## config.mk

```make
export PLATFORM = sky130hd
export DESIGN_NAME = mux_rr_arbiter
export DESIGN_NICKNAME = d
export VERILOG_FILES = /design/src/rtl/mux_arb_pkg.sv /design/src/rtl/mux4_bit.sv /design/src/rtl/mux_rr_arbiter.sv
export SDC_FILE = /design/constraint.sdc
export NUM_CORES = 1
export LEC_CHECK = 0
export BUFFER_PORTS_ARGS = -buffer_cell sky130_fd_sc_hd__buf_2
export CORE_MARGIN = 1.5
export CORE_UTILIZATION = 50
export DETAILED_ROUTE_END_ITERATION = 7
export PLACE_DENSITY = 0.76
export REMOVE_ABC_BUFFERS = 1
export SETUP_SLACK_MARGIN = 0.2
export SYNTH_ARGS = -nofsm -noshare
export SYNTH_HDL_FRONTEND = slang
export SYNTH_SLANG_ARGS = --single-unit
export TNS_END_PERCENT = 1
```

## constraint.sdc

```tcl
create_clock -name clk -period 2 [get_ports clk]
set_input_delay 0.1 -clock clk [delete_from_list [all_inputs] [get_ports clk]]
set_output_delay 0.1 -clock clk [all_outputs]
set_load 0.01 [all_outputs]
```

## src/rtl/mux_arb_pkg.sv

```systemverilog
// Shared types and the rotating-priority pick for the 4:1 mux arbiter.
package mux_arb_pkg;

    localparam int NUM_REQ = 4;
    localparam int SEL_W   = 2;

    typedef enum logic [1:0] {
        IDLE    = 2'd0,
        GRANT   = 2'd1,
        RELEASE = 2'd2
    } arb_state_e;

    // First set request at or after last+1, wrapping; returns last if none is set.
    function automatic logic [SEL_W-1:0] rr_pick(input logic [NUM_REQ-1:0] req,
                                                 input logic [SEL_W-1:0]   last);
        logic [SEL_W-1:0] idx;
        logic             found;
        rr_pick = last;
        found   = 1'b0;
        for (int i = 1; i <= NUM_REQ; i++) begin
            idx = last + SEL_W'(i);
            if (!found && req[idx]) begin
                rr_pick = idx;
                found   = 1'b1;
            end
        end
    endfunction

endpackage

```

## src/rtl/mux4_bit.sv

```systemverilog
// Combinational 4:1 bit-select datapath, forced low when no grant is active.
module mux4_bit
    import mux_arb_pkg::*;
(
    input  logic [NUM_REQ-1:0] data_i,
    input  logic [SEL_W-1:0]   sel_i,
    input  logic               en_i,
    output logic               y_o
);

    assign y_o = en_i & data_i[sel_i];

endmodule

```

## src/rtl/mux_rr_arbiter.sv

```systemverilog
// Round-robin arbiter/sequencer: one grant at a time, bounded hold, one dead cycle between grants.
module mux_rr_arbiter
    import mux_arb_pkg::*;
#(
    parameter int HOLD_MAX = 8,
    parameter int CNT_W    = 4
) (
    input  logic               clk,
    input  logic               rst_n,
    input  logic               ena,
    input  logic [NUM_REQ-1:0] req,
    input  logic [NUM_REQ-1:0] data,
    output logic [NUM_REQ-1:0] gnt,
    output logic [SEL_W-1:0]   sel,
    output logic               valid,
    output logic               y
);

    localparam logic [CNT_W-1:0] HOLD_LAST = CNT_W'(HOLD_MAX - 1);

    arb_state_e         state_q, state_d;
    logic [NUM_REQ-1:0] gnt_q, gnt_d;
    logic [SEL_W-1:0]   sel_q, sel_d;
    logic [SEL_W-1:0]   last_q, last_d;
    logic [CNT_W-1:0]   cnt_q, cnt_d;
    logic [SEL_W-1:0]   pick_s;

    assign pick_s = rr_pick(req, last_q);

    // Next-state logic: arbitrate from IDLE/RELEASE, count and end grants in GRANT.
    always_comb begin
        state_d = state_q;
        gnt_d   = gnt_q;
        sel_d   = sel_q;
        last_d  = last_q;
        cnt_d   = cnt_q;
        case (state_q)
            IDLE, RELEASE: begin
                if (ena && (|req)) begin
                    state_d = GRANT;
                    gnt_d   = 4'b0001 << pick_s;
                    sel_d   = pick_s;
                    cnt_d   = {CNT_W{1'b0}};
                end else begin
                    state_d = IDLE;
                    gnt_d   = 4'b0000;
                end
            end
            GRANT: begin
                // A single exit even when several end conditions coincide.
                if (!req[sel_q] || (cnt_q == HOLD_LAST) || !ena) begin
                    state_d = RELEASE;
                    gnt_d   = 4'b0000;
                    last_d  = sel_q;
                    cnt_d   = {CNT_W{1'b0}};
                end else begin
                    cnt_d   = cnt_q + CNT_W'(1);
                end
            end
            default: begin
                state_d = IDLE;
                gnt_d   = 4'b0000;
                cnt_d   = {CNT_W{1'b0}};
            end
        endcase
    end

    // State and output registers; last resets to 3 so requester 0 wins first.
    always_ff @(posedge clk or negedge rst_n) begin
        if (!rst_n) begin
            state_q <= IDLE;
            gnt_q   <= 4'b0000;
            sel_q   <= 2'd0;
            last_q  <= 2'd3;
            cnt_q   <= {CNT_W{1'b0}};
        end else begin
            state_q <= state_d;
            gnt_q   <= gnt_d;
            sel_q   <= sel_d;
            last_q  <= last_d;
            cnt_q   <= cnt_d;
        end
    end

    assign gnt   = gnt_q;
    assign sel   = sel_q;
    assign valid = |gnt_q;

    mux4_bit u_mux4_bit (
        .data_i (data),
        .sel_i  (sel_q),
        .en_i   (valid),
        .y_o    (y)
    );

endmodule

```

Word-level counts from Yosys, hierarchy flattened

Index checks and enable logic that the tools add are counted.
Widths: inputs -> output; s select.

Mux-type cells: 28
Bitwise logic cells: 1
Add/subtract/negate cells: 4
Shift-type cells: 1
$lt $le $gt $ge: 5
Equal/unequal tests: 5
Reductions and logical operators: 17

Operator list:

| kind                | count |
|---|---|
| $mux 4              | 4 |
| $pmux 4 s2          | 2 |
| $lt 2x3->1 const B  | 5 |
| $bmux 1 s2          | 6 |
| $mux 1              | 10 |
| $mux 2              | 5 |
| $reduce_or 4->1     | 2 |
| $logic_not 1->1     | 5 |
| $add 2x2->2 const B | 2 |
| $add 4x1->4 const B | 1 |
| $eq 4x3->1 const B  | 1 |
| $logic_and 1x1->1   | 4 |
| $ne 2x2->1 const B  | 2 |
| $pmux 2 s2          | 1 |
| $reduce_and 2->1    | 2 |
| $shl 1x2->4 const A | 1 |
| $add 2x1->2 const B | 1 |
| $eq 2x1->1 const B  | 1 |
| $eq 2x2->1 const B  | 1 |
| $logic_not 2->1     | 1 |
| $logic_or 1x1->1    | 2 |
| $reduce_or 2->1     | 1 |
| $and 1x1->1         | 1 |

Output and inout bits: 8
Flip-flop bits (word level): 14
Bits of input ports: 11

Depth between registers and ports, before layout

Gate-level depths: netlist (run 1).

Word-level depth: 16
Gate-level depth with buffers: 6
Gate-level depth less buffers: 5

Modules after synthesis

From an unflattened synthesis (run 1), not the netlist that was laid out.

Cell total of the unflattened synthesis: 63
Area, all modules: 755.7 um^2

By module, submodules not included:

| module         | instances | seq. area each (um^2) | cells an instance | area each (um^2) |
|---|---|---|---|---|
| mux_rr_arbiter | 1         | 352.8                 | 61                | 726.9 |
| mux4_bit       | 1         | 0.0                   | 2                 | 28.8 |

Least setup slack after synthesis (run 1)

OpenSTA, ideal clock, no wires.

Kind: register to register
From: register sel_q[0], in the netlist sel[0]
To: register cnt_q[3]
Buffers on the path: 1
Arrival: 1.582 ns
Clock period less this slack: 1.703 ns
Stages on the path, launching flop included: 6
Setup slack: 0.297 ns
Required time: 1.879 ns
Cell sequence: dfrtp_1 mux4_2 and4_4 buf_6 a21o_1 a22o_1

Longest elaborated chain between the ends: 7

Ends and longest elaborated chain:

| element                       | RTL line             | RTL |
|---|---|---|
| start: declaration            | mux_rr_arbiter.sv:23 | `logic [SEL_W-1:0] sel_q, sel_d;` |
| start signal: assignment      | mux_rr_arbiter.sv:79 | `sel_q <= sel_d;` |
| $bmux 1 s2                    | mux_rr_arbiter.sv:51 | `if (!req[sel_q] \|\| (cnt_q == HOLD_LAST) \|\| !ena) begin` |
| $mux 1 (not written as such)  | mux_rr_arbiter.sv:51 |  |
| $logic_not 1->1               | mux_rr_arbiter.sv:51 |  |
| $logic_or 1x1->1 (2 in a row) | mux_rr_arbiter.sv:51 |  |
| $mux 4                        | mux_rr_arbiter.sv:51 |  |
| $pmux 4 s2                    | mux_rr_arbiter.sv:37 | `case (state_q)` |
| end signal: assignment        | mux_rr_arbiter.sv:75 | `cnt_q <= {CNT_W{1'b0}};` |
| end signal: assignment        | mux_rr_arbiter.sv:81 | `cnt_q <= cnt_d;` |
| end: declaration              | mux_rr_arbiter.sv:25 | `logic [CNT_W-1:0] cnt_q, cnt_d;` |

Every way passes these cells. The select of a mux whose other input is x is not followed.
A chain may end at the register's enable or synchronous reset.

Worst setup path in the final report (run 1)

From: register sel_q[0], in the netlist sel[0]
To: register cnt_q[2]

The elaborated chain is that of the path after synthesis.

==> key figures, run 1 <==
Clock tree
  • Number of CTS-inserted buffers: 3
  • Root Buffer: clkbuf_4
  • Hold Buf Count CTS: 1
  • CTS tree: yes
  • CTS max path bufs: 2
  • Post_cts resized: 0
  • Htree depth: 1
  • Clock Sinks: 14
  • Post-CTS Setup Inserts: 0
  • Clock Pin Slew Worst Setup and Hold Paths: approximately 0.090 ns
  • Worst-Skew Late Latency: between 0.2 and 0.3 ns

Finish
  • Multi-input logic area: roughly 380 sq um
  • # diodes: 0
  • Sequential cell area: between 300 and 400 sq um
  • Area grow syn2layout: 19.1%
  • Final Non-Filler Cells: 102
  • FILL cells: ~110
  • Layout cells sized above 1: 0.379
  • Final #Nets: 100

Place
  • Placed Cells: between 90 and 100
  • Post-DP HPWL: around 1.1 mm
  • Buffers on Ports: 18
  • RePlAce Congestion: roughly 0.86

STA
  • Slew @ Worst Pin: ~0.41 ns
  • Final count of hold timing violations: 0
  • WHS: 0.153 ns
  • Setup violations, final: 0
  • Final Cycle Share: 0.881
  • Slew Limit Fails: 0
  • Minimum clock period after layout: between 1.5 and 2 ns
  • RSZ-0062 raised after global routing: false
  • Clock Skews: 0.00602 ns
  • Maximum clock rate: between 0.5 and 0.6 GHz
  • Slew headroom: 0.725
  • Final TNS setup: 0 ns

Drt
  • DRT iter0 DRCs: 15
  • Drt total wl: between 1.5 and 2 mm
  • Avg WL per Cell: approximately 15 um
  • Vias: approximately 630
  • Post-DRT Antenna Nets: 0
  • DRC errors left: 0
  • TritonRoute pass-1 iters: 4
  • Routed vias/inst: slightly above 6

Pwr
  • Peak supply drop: around 0.00077 V
  • Pwr Total: ~1100 uW
  • P_leak: roughly 0.00045 uW
  • Pwr Density: 1190 nW/um^2

Global routing
  • First-pass GRT wire length: 2.57 mm
  • Largest net degree at the start of global routing: 15
  • Total GRT Usage: 0.197
  • Overflow after GRT: 0
  • Vias in the first global route: 620
  • Antenna violations before repair: 0

Min path
  • Hold Crit Depth: 4
  • Hold Crit Class: in2reg
  • HP Start: ena
  • Hold endpoint: sel[1]

Worst setup path
  • RR Startpoint: sel[0]
  • R2R Path End: cnt_q[2]
  • R2R cell count: 4
  • CP Capture Type: flop
  • Worst EP arrival: just under 2 ns
  • Critical Setup Path Class: reg2reg
  • Crit path max fanout: 11
  • Worst Path Required: roughly 2.2 ns
  • Critical path startpoint: sel[0]
  • Flop2flop setup slack: approximately 0.24 ns
  • Worst setup SP type: flop

Floorplan
  • Die H: roughly 42 um
  • Die ar.: between 1500 and 2000 sq um
  • Rows: 13
  • Core ar.: 1350 sq um
  • Initial Util: 0.557
  • Top Ports: 19
  • Die width: 41.8 um

Synth
  • Sequential-to-total area share from yosys stat: 0.469
  • Flops & latches, synth: 14
  • Cell Area, Synth: 752 sq um
  • Ys Warns: 0
  • Cell variety after synth: 30
  • Cells after Synth: 65
  • Syn avg cell area: around 12 sq um

Run
  • Maxcap violations: 0

Status
  • Status: complete, no violations
## sequential cells by signal (all words and copies together) (netlist names)
name and count:
sel 2, last_q 2, cnt_q 4, state_q 2
gnt 4
## logic make-up (layout without fill, tap and decap cells)
kind of cell / count (synthesis) / in the layout / share of synthesized area
buffers and inverters: 3 / 25 / 0.0250
AOI/OAI and AO/OA: 19 / 19 / 0.195
and+or+nand+nor: 23 / 23 / 0.185
DFF: 14 / 14 / 0.469
adders and majority gates: 1 / 1 / 0.0166
muxes: 5 / 5 / 0.110
## synth_stat cells
cell,n,area share
mux4_1,1,0.035
nand2b_1,3,0.025
o21ai_0,6,0.040
dfrtp_1,12,0.40
or2_2,2,0.017
or4_1,1,0.010
and4bb_1,1,0.017
o41ai_2,1,0.022
dfstp_2,2,0.070
nand3_1,2,0.013
and2_1,2,0.017
a221o_1,2,0.027
o211ai_1,1,0.010
ha_1,1,0.017
a221oi_1,1,0.012
a21oi_1,2,0.013
mux4_2,1,0.030
nand2_1,3,0.015
a21o_1,2,0.020
and2b_1,1,0.010
and4_4,1,0.015
nor2b_1,2,0.017
a22o_2,1,0.013
a32o_1,2,0.027
inv_1,2,0.010
nand3b_1,1,0.010
buf_6,1,0.015
mux2_2,3,0.045
a22o_1,1,0.012
nor2_1,4,0.020
## how the worst max path moves through the flow
stage | cells after the start | endpoint | slack (ns)
6_report | 4 | cnt_q[2] | 0.24
2_1_floorplan | 4 | cnt_q[2] | 0.27
5_1_grt | 4 | cnt_q[2] | 0.20
4_1_cts | 4 | cnt_q[2] | 0.24
3_3_place_gp | 4 | cnt_q[2] | 0.28
3_5_place_dp | 4 | cnt_q[2] | 0.25
## cell type report
class | count | area share
Inverter | 2 | 0.00838
Tap cell | 15 | 0.0209
Sequential cell | 14 | 0.394
Timing Repair Buffer | 19 | 0.112
Multi-Input combinational cell | 48 | 0.425
Clock buffer | 4 | 0.0405
## critical path: stages (launching register included)
cell and delay (ns):
dfrtp_1 0.44, mux4_2 0.54, and4_4 0.23, and4bb_1 0.20, a221o_1 0.25
## power breakdown
part / switching (uW) / internal [uW] / total [uW] / leakage (uW)
combinational: 195 / 205 / 400 / 0.000246
sequential: 84.0 / 376 / 460 / 0.000180
clock: 98.6 / 111 / 210 / 0.0000210
## cells in the final DEF (no fill, tap or decap), drive strengths merged, types with 2 or more instances in the layout
cell type  instances
mux2               3
a221o              2
nand2b             3
and2               2
dfrtp             12
a22o               2
buf               18
nand3              2
inv                2
dfstp              2
nor2               4
a21o               2
o21ai              6
a32o               2
nand2              3
or2                2
clkbuf             4
a21oi              2
nor2b              2
mux4               2
## stage by stage
step                      area [sq um]  setup WS [ns]  utilization
final                              896          0.238        0.664
after global routing               896          0.201        0.664
after CTS                          896          0.237        0.664
after detailed placement           850          0.246        0.629
after global placement             850          0.283        0.629
after floorplan                    741          0.265            -
## routing by layer
| layer | vias to the layer above | wire length [um] | global-route usage |
|---|---|---|---|
| met5 | - | 0 | 0 |
| met3 | 7 | 76 | 0.0391 |
| li1 | 293 | - | - |
| met1 | 305 | 678 | 0.227 |
| met4 | 0 | 51 | 0.116 |
| met2 | 22 | 773 | 0.334 |
Note: power is estimated with default switching activity, not from simulation.
==> run 2, diff against run 1 <==
--- a/config.mk
+++ b/config.mk
@@ -6,10 +6,12 @@
 export NUM_CORES = 1
 export LEC_CHECK = 0
 export BUFFER_PORTS_ARGS = -buffer_cell sky130_fd_sc_hd__buf_2
+export CELL_PAD_IN_SITES_DETAIL_PLACEMENT = 0
+export CELL_PAD_IN_SITES_GLOBAL_PLACEMENT = 2
 export CORE_MARGIN = 1.5
-export CORE_UTILIZATION = 50
+export CORE_UTILIZATION = 32
 export DETAILED_ROUTE_END_ITERATION = 7
-export PLACE_DENSITY = 0.76
+export PLACE_DENSITY_LB_ADDON = 0.1
 export REMOVE_ABC_BUFFERS = 1
 export SETUP_SLACK_MARGIN = 0.2
 export SYNTH_ARGS = -nofsm -noshare
==> constraint.sdc (replaced) <==
create_clock -name clk -period 1.74 [get_ports clk]
set_input_delay 0.087 -clock clk [delete_from_list [all_inputs] [get_ports clk]]
set_output_delay 0.087 -clock clk [all_outputs]
set_load 0.01 [all_outputs]
==> run 2 against run 1 <==
Net effect:
- sequential power increased by 11%
- power increased by 22%
- core utilization decreased by 24 points
- cell area increased by 5.2%
- die area increased by 52%
- sequential share of layout area decreased by 1.9 points
- register-to-register slack got worse by 0.17 ns
- critical path depth unchanged
- critical endpoint unchanged
- highest routed layer unchanged
==> key figures, run 2 (synthesis gave the netlist of run 1 again) <==
Finish
  • Final #Nets: 104 (+4.0%)
  • Final Non-Filler Cells: 119 (+17%)
  • Layout cells sized above 1: 0.418 (+0.0383)
  • FILL cells: 231 (+120%)
  • Area grow syn2layout: 25.3%
  • Final instance area: 942 sq um (+5.2%)
  • # diodes: 0 (unchanged)
  • Sequential cell area: 353 sq um (unchanged)
  • Multi-input logic area: 377 sq um (-0.99%)
  • Commonest cells after routing, fill and taps aside: 18 x buf_2, 12 x dfrtp_1, 6 x o21ai_0, 4 x nor2_1
  • Most common cell after layout, fill and taps aside: buf_2

Clock tree
  • CTS max path bufs: 2 (unchanged)
  • Worst-Skew Late Latency: 0.27 ns (-0.02 ns)
  • Number of CTS-inserted buffers: 3 (unchanged)
  • Root Buffer: clkbuf_4
  • Htree depth: 1 (unchanged)
  • Clock Sinks: 14 (unchanged)
  • Clock Pin Slew Worst Setup and Hold Paths: 0.09 ns (about the same)
  • CTS tree: yes

Worst setup path
  • Critical-path top delay cell: mux4_2
  • R2R Path End: cnt_q[2]
  • Critical path's top delay family: multiplexers
  • Flop2flop setup slack: 0.07 ns (-0.17 ns)
  • Max incr delay on CP: 0.53 ns (about the same)
  • Crit path cell chain: mux4_2, and4_4, and4bb_1, a221o_1
  • Crit path max fanout: 6 (-5)
  • Worst EP arrival: 1.83 ns (-0.12 ns)
  • CP Capture Type: flop
  • Worst setup SP type: flop
  • RR Startpoint: sel[0]
  • Critical Setup Path Class: reg2reg
  • WP buf/inv: 0 (unchanged)
  • Worst Path Required: 1.90 ns (-0.28 ns)
  • Critical path startpoint: sel[0]
  • R2R cell count: 4 (unchanged)

STA
  • Final worst slack: 0.0710 ns (-0.167 ns)
  • Setup violations, final: 0 (unchanged)
  • Slew Limit Fails: 0 (unchanged)
  • Final Cycle Share: 0.959 (+0.0780)
  • Slew headroom: 0.698 (-0.0262)
  • Slew @ Worst Pin: 0.453 ns (+0.0394 ns)
  • Final TNS setup: 0 ns (unchanged)
  • Final count of hold timing violations: 0 (unchanged)
  • RSZ-0062 raised after global routing: true
  • Minimum clock period after layout: 1.67 ns (-0.0935 ns)
  • Maximum clock rate: 0.599 GHz (+5.6%)
  • Clock Skews: 0.00340 ns (-0.00262 ns)
  • WHS: 0.174 ns (+0.0208 ns)

Place
  • Placed instance area: 881 sq um (+3.7%)
  • Dpl ws: 0.0655 ns (-0.181 ns)
  • Buffers on Ports: 18 (unchanged)
  • Post-DP HPWL: 1.33 mm (+18%)
  • Placed Cells: 112 (+15%)
  • RePlAce Congestion: 0.748 (-13%)

Drt
  • Post-DRT Antenna Nets: 0 (unchanged)
  • TritonRoute pass-1 iters: 4 (unchanged)
  • Routed vias/inst: 5.27 (-14%)
  • DRT iter0 DRCs: 12 (-3)
  • Avg WL per Cell: 14.6 um (-5.8%)
  • Vias: 627 (unchanged)
  • DRC errors left: 0 (unchanged)
  • Drt total wl: 1.74 mm (+9.9%)

Floorplan
  • Die ar.: 2650 sq um (+52%)
  • Core ar.: 2210 sq um (+64%)
  • Top Ports: 19 (unchanged)
  • Die width: 51.5 um (+23%)
  • Die H: 51.5 um (+23%)
  • Initial Util: 0.340 (-0.217)
  • Rows: 17 (+4)

Min path
  • Hold endpoint: sel[1]
  • Hold Crit Class: in2reg
  • Hold Crit Depth: 4 (unchanged)
  • HP Start: ena

Pwr
  • Pwr Density: 1380 nW/um^2 (+16%)
  • Peak supply drop: 0.000753 V (-1.9%)
  • P_leak: 0.000463 uW (+3.8%)

Global routing
  • Total GRT Usage: 0.147 (-0.0499)
  • Antenna violations before repair: 0 (unchanged)
  • First-pass GRT wire length: 2.81 mm (+9.4%)
  • Vias in the first global route: 610 (-1.6%)
  • Largest net degree at the start of global routing: 15 (unchanged)
  • Overflow after GRT: 0 (unchanged)

Run
  • Maxcap violations: 0 (unchanged)

Status
  • Status: complete, no violations
## run 2: cell type report
type | count | area share
sequential | 14 | 0.375
timing repair buffer | 23 | 0.142
clock buffer | 4 | 0.0385
multi-input combinational | 48 | 0.400
inverter | 2 | 0.00797
tap | 28 | 0.0372
## run 2: per-layer routing
layer	GRT usage	vias up	wire length, um
met5	0	-	0
met1	0.202	308	857
met2	0.229	16	781
met4	0.0526	0	13
met3	0.0292	2	84
li1	-	301	-
## run 2: per-stage QoR
stage | power [uW] | utilization
6_report | 1300 | 0.426
5_1_grt | 1390 | 0.426
4_1_cts | 1310 | 0.426
3_5_place_dp | 1030 | 0.398
3_3_place_gp | 1030 | 0.398
2_1_floorplan | 823 | -
## run 2: worst max-delay path by stage
stage | depth (start not counted) | slack [ns] | endpoint
2_1_floorplan | 4 | 0.005 | cnt_q[2]
3_3_place_gp | 4 | 0.10 | cnt_q[2]
3_5_place_dp | 4 | 0.07 | cnt_q[2]
4_1_cts | 4 | 0.08 | cnt_q[2]
5_1_grt | 4 | 0.01 | cnt_q[2]
6_report | 4 | 0.07 | cnt_q[2]
## run 2: power breakdown
group / internal (uW) / total, uW / switching [uW]
logic: 291 / 553 / 262
clock network: 127 / 235 / 108
registers: 432 / 511 / 79.1
total: 850 / 1300 / 449
## run 2: tightest hold or removal path, stage by stage
cell and delay (ns):
buf_2 0.12, o41ai_2 0.07, o21ai_0 0.08, nand2_1 0.06
## run 2: what timing repair did
action,in CTS,in global routing
setup buffers,2,0
hold buffers,1,0
gates resized for setup,2,0
gates cloned,0,0
pin swaps,2,0
hold endpoints to repair,14,0
endpoints found under the setup margin,7,13
==> run 3, diff against run 2 <==
--- a/config.mk
+++ b/config.mk
@@ -11,10 +11,12 @@
 export CORE_MARGIN = 1.5
 export CORE_UTILIZATION = 32
 export DETAILED_ROUTE_END_ITERATION = 7
+export MAX_ROUTING_LAYER = met4
 export PLACE_DENSITY_LB_ADDON = 0.1
 export REMOVE_ABC_BUFFERS = 1
 export SETUP_SLACK_MARGIN = 0.2
 export SYNTH_ARGS = -nofsm -noshare
 export SYNTH_HDL_FRONTEND = slang
+export SYNTH_HIERARCHICAL = 1
 export SYNTH_SLANG_ARGS = --single-unit
 export TNS_END_PERCENT = 1
==> run 3 against run 2 <==
Net effect:
- via count decreased by 5.3%
- global-route usage increased by 0.21 points
- power increased by 3.7%
- cell area increased by 1.2%
- clock-buffer cell count unchanged
- sequential power increased by 2%
- die area increased by 0.47%
- critical path depth decreased by 1
- first-iteration DRC count decreased by 50%
- clock skew increased by 0.0055 ns
- combinational power increased by 14%
- cell count decreased by 1.7%
- largest cell class unchanged
- largest power group unchanged
==> key figures, run 3 <==
Status
  • Status: complete, no violations

Floorplan
  • Core ar.: 2210 sq um (unchanged)
  • Die ar.: 2660 sq um (+0.47%)
  • Die H: 51.6 um (+0.23%)
  • Rows: 17 (unchanged)
  • Die width: 51.6 um (+0.23%)
  • Top Ports: 19 (unchanged)
  • Initial Util: 0.342 (+0.00170)

Worst setup path
  • Worst EP arrival: 1.83 ns (about the same)
  • Worst setup SP type: flop
  • Critical Setup Path Class: reg2reg
  • R2R cell count: 3 (-1)
  • CP Capture Type: flop
  • Crit path max fanout: 3 (-3)
  • RR Startpoint: sel[1]
  • Critical path startpoint: sel[1]
  • Worst Path Required: 1.94 ns (+0.04 ns)

Synth
  • Ys Warns: 6 (+6)
  • Sequential-to-total area share from yosys stat: 0.467 (-0.00233)
  • Most common cell in the synthesized netlist: dfrtp_1
  • Cell variety after synth: 30 (unchanged)
  • Cell Area, Synth: 756 sq um (+0.50%)
  • Number of synthesized flops with an enable pin: 0 (unchanged)
  • Most common library cells after synthesis: 12 x dfrtp_1, 5 x nand2_1, 4 x a22o_1
  • Flops & latches, synth: 14 (unchanged)
  • Cells after Synth: 63 (-3.1%)
  • Area share of the largest cell type after synthesis: 0.397 (-0.00198)
  • Prevailing post-synth register cell: dfrtp_1
  • Yosys top cell by area: dfrtp_1
  • Synth async-reset ratio: 1.00 (unchanged)
  • Synth top area cells: dfrtp_1 40%, dfstp_2 7.0%, mux4_2 6.0%
  • Syn avg cell area: 12.0 sq um (+3.7%)

STA
  • Slew Limit Fails: 0 (unchanged)
  • Slew @ Worst Pin: 0.527 ns (+0.0740 ns)
  • Final Cycle Share: 0.937 (-0.0221)
  • Setup violations, final: 0 (unchanged)
  • Maximum clock rate: 0.613 GHz (+2.4%)
  • RSZ-0062 raised after global routing: true
  • Slew headroom: 0.644 (-0.0539)
  • Minimum clock period after layout: 1.63 ns (-0.0384 ns)
  • Final worst slack: 0.109 ns (+0.0384 ns)
  • Clock Skews: 0.00889 ns (+0.00549 ns)
  • Final count of hold timing violations: 0 (unchanged)
  • Final TNS setup: 0 ns (unchanged)

Drt
  • Vias: 594 (-5.3%)
  • Post-Route M1 WL: 833 um (-2.8%)
  • TritonRoute pass-1 iters: 4 (unchanged)
  • Routed vias/inst: 5.08 (-3.6%)
  • Post-DRT Antenna Nets: 0 (unchanged)
  • DRT iter0 DRCs: 6 (-6)
  • Avg WL per Cell: 13.8 um (-5.5%)
  • DRC errors left: 0 (unchanged)
  • Top sig layer: met4
  • Met3 wire len: 51 um (-39%)
  • Met2 routed WL: 721 um (-7.7%)
  • Drt total wl: 1.61 mm (-7.1%)

Finish
  • Sequential cell area: 353 sq um (unchanged)
  • # diodes: 0 (unchanged)
  • Multi-input logic area: 395 sq um (+5.0%)
  • Final #Nets: 102 (-1.9%)
  • Area grow syn2layout: 26.2%
  • Layout cells sized above 1: 0.427 (+0.00938)
  • Final instance area: 953 sq um (+1.2%)
  • Commonest cells after routing, fill and taps aside: 17 x buf_2, 12 x dfrtp_1, 5 x nand2_1, 4 x a22o_1
  • Most common cell after layout, fill and taps aside: buf_2
  • FILL cells: 232 (+0.43%)

Pwr
  • Clock Power Share: 0.145 (-0.036)
  • P_sw: 465 uW (+3.5%)
  • Net Sw Frac: 0.345 (-0.000688)
  • P_leak: 0.000466 uW (+0.55%)
  • Pwr Total: 1350 uW (+3.7%)
  • Pwr Density: 1410 nW/um^2 (+2.5%)
  • Sequential group share of total power: 0.385 (-0.008)
  • Combinational share of power: 0.470 (+0.044)
  • Pint: 882 uW (+3.8%)
  • Peak supply drop: 0.000552 V (-27%)

Place
  • Dpl ws: 0.0689 ns (+0.00345 ns)
  • RePlAce Congestion: 0.747 (-0.15%)
  • Buffers on Ports: 18 (unchanged)
  • Post-DP HPWL: 1.22 mm (-7.8%)
  • Placed instance area: 885 sq um (+0.43%)

Global routing
  • Largest net degree at the start of global routing: 15 (unchanged)
  • Antenna violations before repair: 0 (unchanged)
  • Total GRT Usage: 0.149 (+0.00205)
  • Overflow after GRT: 0 (unchanged)
  • First-pass GRT wire length: 2.88 mm (+2.7%)
  • Vias in the first global route: 612 (+0.33%)

Run
  • Maxcap violations: 0 (unchanged)

Clock tree
  • CTS tree: yes
  • Clock Sinks: 14 (unchanged)
  • Htree depth: 1 (unchanged)
  • Worst-Skew Late Latency: 0.28 ns (about the same)
  • Root Buffer: clkbuf_4
  • Clock Pin Slew Worst Setup and Hold Paths: 0.08 ns (about the same)
  • CTS max path bufs: 2 (unchanged)
  • Number of CTS-inserted buffers: 3 (unchanged)

Min path
  • Hold Crit Class: in2reg
  • Hold Crit Depth: 2 (-2)
  • HP Start: ena
==> run 3: cells by family after synthesis <==
kind of cell             share of synthesized area
AND/OR/NAND/NOR                              0.180
flip-flops                                   0.467
buffers and inverters                       0.0199
adder cells (fa/ha/maj)                     0.0166
AO/OA/AOI/OAI                                0.187
multiplexers                                 0.129
==> run 3: worst max-delay path: stages (launching register included) <==
cell and delay, ns:
dfrtp_1 0.37, mux4_2 0.55, a311oi_4 0.31, mux2_4 0.33
==> run 3: final cells by class <==
type,instances,area share
multi-input combinational,47,0.415
timing repair buffer,23,0.147
inverter,1,0.00394
tap,28,0.0367
sequential,14,0.370
clock buffer,4,0.0276
==> run 3: power groups by stage <==
| stage | Combinational, uW | Clock, uW | Sequential (uW) |
|---|---|---|---|
| floorplan | 333 | 0 | 544 |
| global placement | 560 | 0 | 526 |
| detailed placement | 563 | 0 | 523 |
| CTS | 592 | 201 | 518 |
| global route | 691 | 223 | 538 |
| finish | 633 | 195 | 519 |
==> run 3: layer usage <==
layer  vias to the layer above  GRT usage
met5                         -          -
met4                         0     0.0482
met3                         2     0.0287
met2                        13      0.212
met1                       286      0.214
li1                        293          -
==> run 3: what timing repair did <==
| action | in CTS | in global routing |
|---|---|---|
| buffers inserted | 1 | 1 |
| endpoints found under the hold margin | 14 | 0 |
| endpoints found under the setup margin | 9 | 11 |
| pin swaps | 1 | 0 |
| hold buffers | 1 | 0 |
| gates resized for setup | 2 | 3 |
| cloned | 0 | 0 |
==> run 3: final timing paths <==
path,endpoint,slack (ns)
worst max-delay path,last_q[0],0.11
worst min-delay path,state_q[1],0.10
worst max register to register,last_q[0],0.11
worst min register to register,state_q[1],0.50
max in group asynchronous,last_q[1],1.22
min in group asynchronous,cnt_q[0],0.22
==> run 3: stage by stage <==
| step | utilization | instances | hold slack [ns] |
|---|---|---|---|
| 2_1_floorplan | - | 62 | -0.209 |
| 3_5_place_dp | 0.400 | 110 | 0.00201 |
| 4_1_cts | 0.422 | 116 | 0.101 |
| 6_report | 0.431 | 117 | 0.105 |
| 5_1_grt | 0.431 | 117 | 0.0969 |
| 3_3_place_gp | 0.400 | 110 | 0.00671 |
